==> src/rtl/int_ctrl_pkg.sv <==
// Shared types and defaults for the interrupt controller.
// Imported by the controller top and its priority encoder.
package int_ctrl_pkg;

  localparam int NSRC_DEF = 4;
  localparam int IDW_DEF  = 2;

  typedef enum logic [1:0] {
    IDLE    = 2'd0,
    REQ     = 2'd1,
    SERVICE = 2'd2
  } state_t;

endpackage

==> src/rtl/int_prio_enc.sv <==
// Lowest-index-wins priority encoder.
// Reports whether any request bit is set.
module int_prio_enc
  import int_ctrl_pkg::*;
#(
  parameter int NSRC = NSRC_DEF,
  parameter int IDW  = IDW_DEF
) (
  input  logic [NSRC-1:0] i_req,
  output logic [IDW-1:0]  o_idx,
  output logic            o_vld
);

  // Scan high to low so the lowest set bit is written last.
  always_comb begin
    o_idx = '0;
    o_vld = 1'b0;
    for (int i = NSRC - 1; i >= 0; i--) begin
      if (i_req[i]) begin
        o_idx = IDW'(i);
        o_vld = 1'b1;
      end
    end
  end

endmodule

==> src/rtl/int_ctrl.sv <==
// Multi-source interrupt controller.
// Drives the single core interrupt input with ack/eoi handshake.
module int_ctrl
  import int_ctrl_pkg::*;
#(
  parameter int NSRC = NSRC_DEF,
  parameter int IDW  = IDW_DEF
) (
  input  logic            ck,
  input  logic            res,
  input  logic [NSRC-1:0] src,
  input  logic [NSRC-1:0] edge_sel,
  input  logic            mask_we,
  input  logic [NSRC-1:0] mask_wd,
  output logic [NSRC-1:0] mask,
  output logic [NSRC-1:0] pending,
  output logic            int_req,
  output logic [IDW-1:0]  int_id,
  input  logic            int_ack,
  input  logic            eoi,
  output logic            busy
);

  state_t r_state;
  state_t w_state_nxt;

  logic [NSRC-1:0] r_src_q;
  logic [NSRC-1:0] r_mask;
  logic [NSRC-1:0] r_pend;
  logic [NSRC-1:0] w_rise;
  logic [NSRC-1:0] w_elig;
  logic [NSRC-1:0] w_ack_clr;
  logic [NSRC-1:0] w_pend_nxt;
  logic [IDW-1:0]  r_id;
  logic [IDW-1:0]  w_win;
  logic            w_win_vld;
  logic            w_ack_ok;
  logic            w_id_ld;

  assign w_rise   = src & ~r_src_q;
  assign w_elig   = r_pend & ~r_mask;
  assign w_ack_ok = (r_state == REQ) & int_ack;

  int_prio_enc #(
    .NSRC (NSRC),
    .IDW  (IDW)
  ) u_enc (
    .i_req (w_elig),
    .o_idx (w_win),
    .o_vld (w_win_vld)
  );

  always_comb begin
    w_ack_clr = '0;
    if (w_ack_ok) begin
      w_ack_clr[r_id] = 1'b1;
    end
  end

  // Edge sources: set beats ack-clear. Level sources track src_q.
  assign w_pend_nxt =
    (edge_sel & ((r_pend & ~w_ack_clr) | w_rise)) |
    (~edge_sel & r_src_q);

  always_ff @(posedge ck or negedge res) begin
    if (!res) begin
      r_src_q <= '0;
      r_pend  <= '0;
      r_mask  <= '1;
    end else begin
      r_src_q <= src;
      r_pend  <= w_pend_nxt;
      if (mask_we) begin
        r_mask <= mask_wd;
      end
    end
  end

  always_ff @(posedge ck or negedge res) begin
    if (!res) begin
      r_state <= IDLE;
    end else begin
      r_state <= w_state_nxt;
    end
  end

  always_comb begin
    w_state_nxt = r_state;
    int_req     = 1'b0;
    busy        = 1'b0;
    w_id_ld     = 1'b0;
    unique case (r_state)
      IDLE: begin
        if (w_win_vld) begin
          w_id_ld     = 1'b1;
          w_state_nxt = REQ;
        end
      end
      REQ: begin
        int_req = 1'b1;
        if (int_ack) begin
          w_state_nxt = SERVICE;
        end
      end
      SERVICE: begin
        busy = 1'b1;
        if (eoi) begin
          w_state_nxt = IDLE;
        end
      end
      default: begin
        w_state_nxt = IDLE;
      end
    endcase
  end

  // The id is captured once per request and held through service.
  always_ff @(posedge ck or negedge res) begin
    if (!res) begin
      r_id <= '0;
    end else if (w_id_ld) begin
      r_id <= w_win;
    end
  end

  assign mask    = r_mask;
  assign pending = r_pend;
  assign int_id  = r_id;

endmodule

==> config.mk <==
export PLATFORM = sky130hd
export DESIGN_NAME = int_ctrl
export DESIGN_NICKNAME = d
export VERILOG_FILES = /design/src/rtl/int_ctrl_pkg.sv /design/src/rtl/int_prio_enc.sv /design/src/rtl/int_ctrl.sv
export SDC_FILE = /design/constraint.sdc
export NUM_CORES = 1
export LEC_CHECK = 0
export ABC_CLOCK_PERIOD_IN_PS = 1800
export CELL_PAD_IN_SITES_DETAIL_PLACEMENT = 1
export CELL_PAD_IN_SITES_GLOBAL_PLACEMENT = 1
export CORE_ASPECT_RATIO = 1.25
export CORE_UTILIZATION = 35
export CTS_BUF_LIST = sky130_fd_sc_hd__clkbuf_2
export DETAILED_ROUTE_END_ITERATION = 7
export PLACE_DENSITY_LB_ADDON = 0.1
export SETUP_SLACK_MARGIN = 0.1
export SLEW_MARGIN = 5
export SYNTH_ARGS = -nofsm -noshare
export SYNTH_HDL_FRONTEND = slang
export SYNTH_SLANG_ARGS = --single-unit
==> constraint.sdc <==
create_clock -name ck -period 1.8 [get_ports ck]
set_input_delay 0.18 -clock ck [delete_from_list [all_inputs] [get_ports ck]]
set_output_delay 0.18 -clock ck [all_outputs]
set_load 0.02 [all_outputs]
==> results of run 1 <==
[through the flow]
step / util (%) / cell area (um2) / hold slack [ps]
detailed placement: 55.1 / 996 / 521
floorplan: - / 684 / -116
finish: 56.1 / 1010 / 177
global route: 56.1 / 1010 / 191
global placement: 55.1 / 996 / 519
CTS: 56.1 / 1010 / 176
[synthesized netlist by cell type]
| master | n | area share (%) |
|---|---|---|
| nand2b_1 | 5 | 4.6 |
| dfrtp_1 | 12 | 44 |
| mux2_2 | 4 | 6.6 |
| o2bb2ai_2 | 1 | 2.2 |
| a21boi_1 | 1 | 1.1 |
| nand4bb_1 | 1 | 1.6 |
| and2b_1 | 1 | 1.1 |
| inv_1 | 3 | 1.6 |
| nor2b_1 | 4 | 3.7 |
| a31oi_1 | 4 | 3.7 |
| nor2_1 | 6 | 3.3 |
| a22o_1 | 1 | 1.3 |
| dfstp_2 | 4 | 15 |
| nand4b_1 | 1 | 1.3 |
| o21ai_1 | 6 | 4.4 |
| o311ai_1 | 1 | 1.3 |
| nor2_2 | 1 | 0.91 |
| a221oi_2 | 1 | 2.2 |
[kinds of logic (layout without fill, tap and decap cells)]
kind of cell	count (synthesis)	count (layout)	share of synthesized area (%)
AOI/OAI and AO/OA	15	15	16.1
buffers and inverters	3	36	1.65
DFF	16	16	59.2
muxes	4	4	6.58
and+or+nand+nor	19	19	16.5
[worst max path at each step]
stage,startpoint,to,slack [ps],depth (start not counted)
global placement,r_state[1]$_DFFE_PN0P_,busy,410,2
CTS,mask[1]$_DFFE_PN1P_,mask[1],140,1
global route,mask[1]$_DFFE_PN1P_,mask[1],100,1
floorplan,mask[3]$_DFFE_PN1P_,r_state[0]$_DFFE_PN0P_,640,3
detailed placement,r_state[1]$_DFFE_PN0P_,busy,390,2
finish,mask[1]$_DFFE_PN1P_,mask[1],160,1
[power by group through the flow]
| stage | sequential (uW) | clock [uW] | combinational [uW] |
|---|---|---|---|
| floorplan | 557 | 0 | 221 |
| global placement | 516 | 0 | 478 |
| detailed placement | 525 | 0 | 492 |
| CTS | 518 | 178 | 479 |
| global route | 530 | 191 | 510 |
| finish | 517 | 170 | 474 |
[area by class of cell]
type                    count  share of cell area [%]
flip-flops and latches     16                    40.0
multi-input cells          38                    26.4
repair buffers             29                    28.1
inverters                   3                    1.11
well taps                  19                    2.35
clock buffers               4                    1.98
[metal layers]
layer	up-vias	part of all wire [%]	global-route usage (%)	wire [um]
met5	-	0	0	0
met4	0	3.0	9.68	46
met3	5	3.7	3.18	57
met2	16	52	26.6	808
met1	292	41	19.7	646
li1	272	-	-	-
[state kept, by name (all words and copies together), names as in the netlist]
register  count
mask          4
pending       4
r_src_q       4
int_id        2
r_state       2
[what timing repair did]
action                     CTS  global route
resized for setup            2             0
hold buffers                 0             0
setup endpoints to repair    2             0
==> results.cfg, run 1 <==
[status]
outcome = finished clean

[route]
drt-total-wl_um = 1560
drc = 0
detail-route-antenna-nets = 0
dr_total_vias = 585
first_pass_iters = 4
via_per_inst = 5.37
post_drt_wl_per_cell_um = 14.3
first_iter_violations = 8

[flow_run]
drv_cap = 0

[pwr]
p_switching_uw = 437
p_int_uw = 724
clkPwrFrac_pct = 14.7
p_sw_share_pct = 37.7
power-per-cell-area_nw_per_um2 = 1150
p_total_uw = 1160
vdd_drop_max_mv = 0.591
power_leakage_uw = 0.000419
p_seq_share_pct = 44.5
p_comb_share_pct = 40.9

[critical_path]
critPathKind = flop to primary output
reg2reg_depth = 3
start_kind = flop
max_stage_delay_ps = 600
cp.required_ps = 1620
path_max_fanout = 4
crit_arrival_ps = 1460
rrSetupSlack_ps = 550
cp_slowest_cell = clkdlybuf4s50_1
path_delay_family = buffers and inverters
critPathCaptureType = primary output
rr_startpoint = mask[3]$_DFFE_PN1P_
r2r-end = r_state[0]$_DFFE_PN0P_
crit_buf_inv = 1
cp_cell_sequence = clkdlybuf4s50_1

[yosys]
synthCells = 57
ys_ff_latch = 16
synth-seq-area-share_pct = 59.2
synth_area_per_cell_um2 = 12.0
yosysWarnings = 0
synth_area_um2 = 684
synth_fp_nets = 74
ys_types = 18

[floorplanning]
die_width_um = 41.6
die-height_um = 51.4
coreArea_um2 = 1810
rows = 17
dieArea_um2 = 2140
ios = 29
start_util_pct = 37.9

[finish]
drive_above_1_share_pct = 17.8
multi_input_area_um2 = 268
layout.nets = 108
n_fill_cell = 197
instances_no_fill = 109
ff_latch_area_um2 = 405
final_cell_mix = clkdlybuf4s50_1, dfrtp_1, o21ai_1, nor2_1, nand2b_1
diodes = 0
mostFrequentLayoutCell = clkdlybuf4s50_1
area_growth_pct = 48.1

[placement]
dp_cells = 105
post-dp-hpwl_um = 1270
globalplace.congestion = 0.688
pre_cts_ws_ps = 386
io_buffers = 28

[sta]
setup_viol = 0
finalHoldViolations = 0
skew_ps = 15.2
fin_crit_ps = 1640
fin_tns_setup_ps = 0
worstMarginPinSlew_ps = 264
rsz0062_at_grt = no
maxSlewHeadroom_pct = 82.2
fin_crit_sh_pct = 91.1
setup_ws_ps = 160
fmax_mhz = 610
maxSlewViolCount = 0

[global_routing]
gr-total-overflow = 0
grt_antenna_before_repair = 0
grt_pass1_wl_um = 2480
grt_pass1_vias = 550
grt_usage_pct = 16.3
grt_max_degree = 17

[clocking]
h-tree-depth = 1
clock-sinks = 16
clkLatencyLatePin_ps = 300
cts_buffers = 3
path_clk_slew_ps = 150
cts_tree = yes
cts_buffer_depth = 2
postCtsSetupBuffers = 0
clockRootBuffer = clkbuf_2

[hold_path]
hold_path.class = primary input to asynchronous set/reset pin
(Power assumes the default switching activity.)
==> run 2: changes to the inputs <==
--- a/config.mk
+++ b/config.mk
@@ -12,9 +12,10 @@
 export CORE_UTILIZATION = 35
 export CTS_BUF_LIST = sky130_fd_sc_hd__clkbuf_2
 export DETAILED_ROUTE_END_ITERATION = 7
-export PLACE_DENSITY_LB_ADDON = 0.1
+export PLACE_DENSITY_LB_ADDON = 0.3
 export SETUP_SLACK_MARGIN = 0.1
 export SLEW_MARGIN = 5
 export SYNTH_ARGS = -nofsm -noshare
 export SYNTH_HDL_FRONTEND = slang
+export SYNTH_HIERARCHICAL = 1
 export SYNTH_SLANG_ARGS = --single-unit
==> results.cfg, run 2 <==
[status]
outcome = finished clean

[clocking]
clock-sinks = 16
cts_hold_buffers = 0
clockRootBuffer = clkbuf_2
cts_buffers = 3
postCtsSetupBuffers = 0
cts_tree = yes
h-tree-depth = 1
clkLatencyLatePin_ps = 300
cts_buffer_depth = 2
path_clk_slew_ps = 170

[hold_path]
hold_path.class = primary input to asynchronous set/reset pin

[finish]
diodes = 0
n_fill_cell = 193
final_util_pct = 57.2
drive_above_1_share_pct = 18.3
area_growth_pct = 47.7
mostFrequentLayoutCell = clkdlybuf4s50_1
layout.nets = 111
multi_input_area_um2 = 292
final_cell_mix = clkdlybuf4s50_1, dfrtp_1, nor2_1, nor2b_1, nand2b_1
ff_latch_area_um2 = 405

[placement]
post-dp-hpwl_um = 1230
pre_cts_ws_ps = 343
io_buffers = 28
globalplace.congestion = 0.666

[route]
via_per_inst = 5.16
detail-route-antenna-nets = 0
first_pass_iters = 3
drc = 0
post_drt_wl_per_cell_um = 14.1
drt-total-wl_um = 1580
first_iter_violations = 2
dr_total_vias = 578

[yosys]
synthMuxAreaShare_pct = 10.6
yosysTopAreaCell = dfrtp_1
async_flop_share_pct = 100
synth_compound_area_share_pct = 9.54
synthCells = 60
synth_area_leaders = dfrtp_1, dfstp_2, mux2_2, nand2b_1, nor2b_1
ys.flop_type = dfrtp_1
synth.top_cell.area_share_pct = 42.4
synthAdderAreaFrac_pct = 0
synth_area_um2 = 708
synth-seq-area-share_pct = 57.2
yosysWarnings = 6
synth_fp_nets = 77
ys_types = 22
synth_top_family_by_area = simple AND/OR/NAND/NOR gates
synth-simple-area-share_pct = 21.0
synth_edf_count = 0
ys_ff_latch = 16
synthXorXnorAreaFrac_pct = 0
synth_area_per_cell_um2 = 11.8
synthTopCellsByCount = dfrtp_1, nor2_1, nand2b_1, nor2b_1
yosysMostFrequentCell = dfrtp_1

[critical_path]
crit_arrival_ps = 1380
cp.required_ps = 1620
path_delay_family = buffers and inverters
start_kind = flop
cp_cell_sequence = clkdlybuf4s50_1
critPathKind = flop to primary output
crit_start = int_id[0]$_DFFE_PN0P_
reg2reg_depth = 6
critPathCaptureType = primary output
cp_slowest_cell = clkdlybuf4s50_1
crit_buf_inv = 1
max_stage_delay_ps = 630
rr_startpoint = pending[0]$_DFF_PN0_
cp.depth = 1
path_max_fanout = 5

[floorplanning]
start_util_pct = 38.7
ios = 29
dieArea_um2 = 2210
rows = 17
coreArea_um2 = 1830
die-height_um = 52.3
die_width_um = 42.2

[sta]
setup_ws_ps = 241
fmax_mhz = 642
rsz0062_at_grt = no
maxSlewHeadroom_pct = 83.4
fin_hold_ws_ps = 176
worstMarginPinSlew_ps = 249
fin_crit_ps = 1560
fin_tns_setup_ps = 0
maxSlewViolCount = 0
finalHoldViolations = 0
fin_crit_sh_pct = 86.6
skew_ps = 13.0
setup_viol = 0

[global_routing]
grt_pass1_vias = 660
grt_antenna_before_repair = 0
grt_pass1_wl_um = 2900
grt_max_degree = 17
grt_usage_pct = 18.1
gr-total-overflow = 0

[pwr]
power-per-cell-area_nw_per_um2 = 1070
power_leakage_uw = 0.000475
vdd_drop_max_mv = 0.551

[flow_run]
drv_cap = 0
## run 2: kinds of logic after synthesis
logic type,after synthesis
multiplexers,6
AO/OA/AOI/OAI,11
flip-flops,16
AND/OR/NAND/NOR,24
buffers and inverters,3
## run 2: final timing paths
kind                       slack, ps                endpoint
max in group asynchronous       1370     mask[0]$_DFFE_PN1P_
max                              240               int_id[0]
max reg2reg                      320   int_id[0]$_DFFE_PN0P_
min reg2reg                      550  r_state[0]$_DFFE_PN0P_
min in group ck                  330    r_src_q[2]$_DFF_PN0_
min                              180    pending[2]$_DFF_PN0_
## run 2: layout make-up
| class | instances | area share (%) |
|---|---|---|
| well taps | 19 | 2.27 |
| inverters | 3 | 1.08 |
| clock buffers | 3 | 1.44 |
| flip-flops and latches | 16 | 38.8 |
| repair buffers | 29 | 28.2 |
| multi-input cells | 41 | 27.9 |
| clock inverters | 1 | 0.359 |
## run 2: what timing repair did
item                       4_1_cts  5_1_grt
hold endpoints to repair         0        0
setup endpoints to repair        2        4
resized for setup                2        4
## run 2: through the flow
stage | total power (uW) | std cells | instance area (um2)
2_1_floorplan | 770 | 60 | 708
3_3_place_gp | 965 | 108 | 1020
3_5_place_dp | 982 | 108 | 1020
4_1_cts | 1140 | 112 | 1040
5_1_grt | 1200 | 112 | 1050
6_report | 1120 | 112 | 1050
## run 2: per-layer routing
metal  track usage, %  share of wire [%]
met4             9.38               0.57
met3             4.48                5.2
met1             20.6                 41
met2             31.3                 53
met5                0                  0
## run 2: where the power goes
group | internal, uW | switching, uW
Sequential | 431 | 74.5
Combinational | 249 | 201
Clock | 48.3 | 120
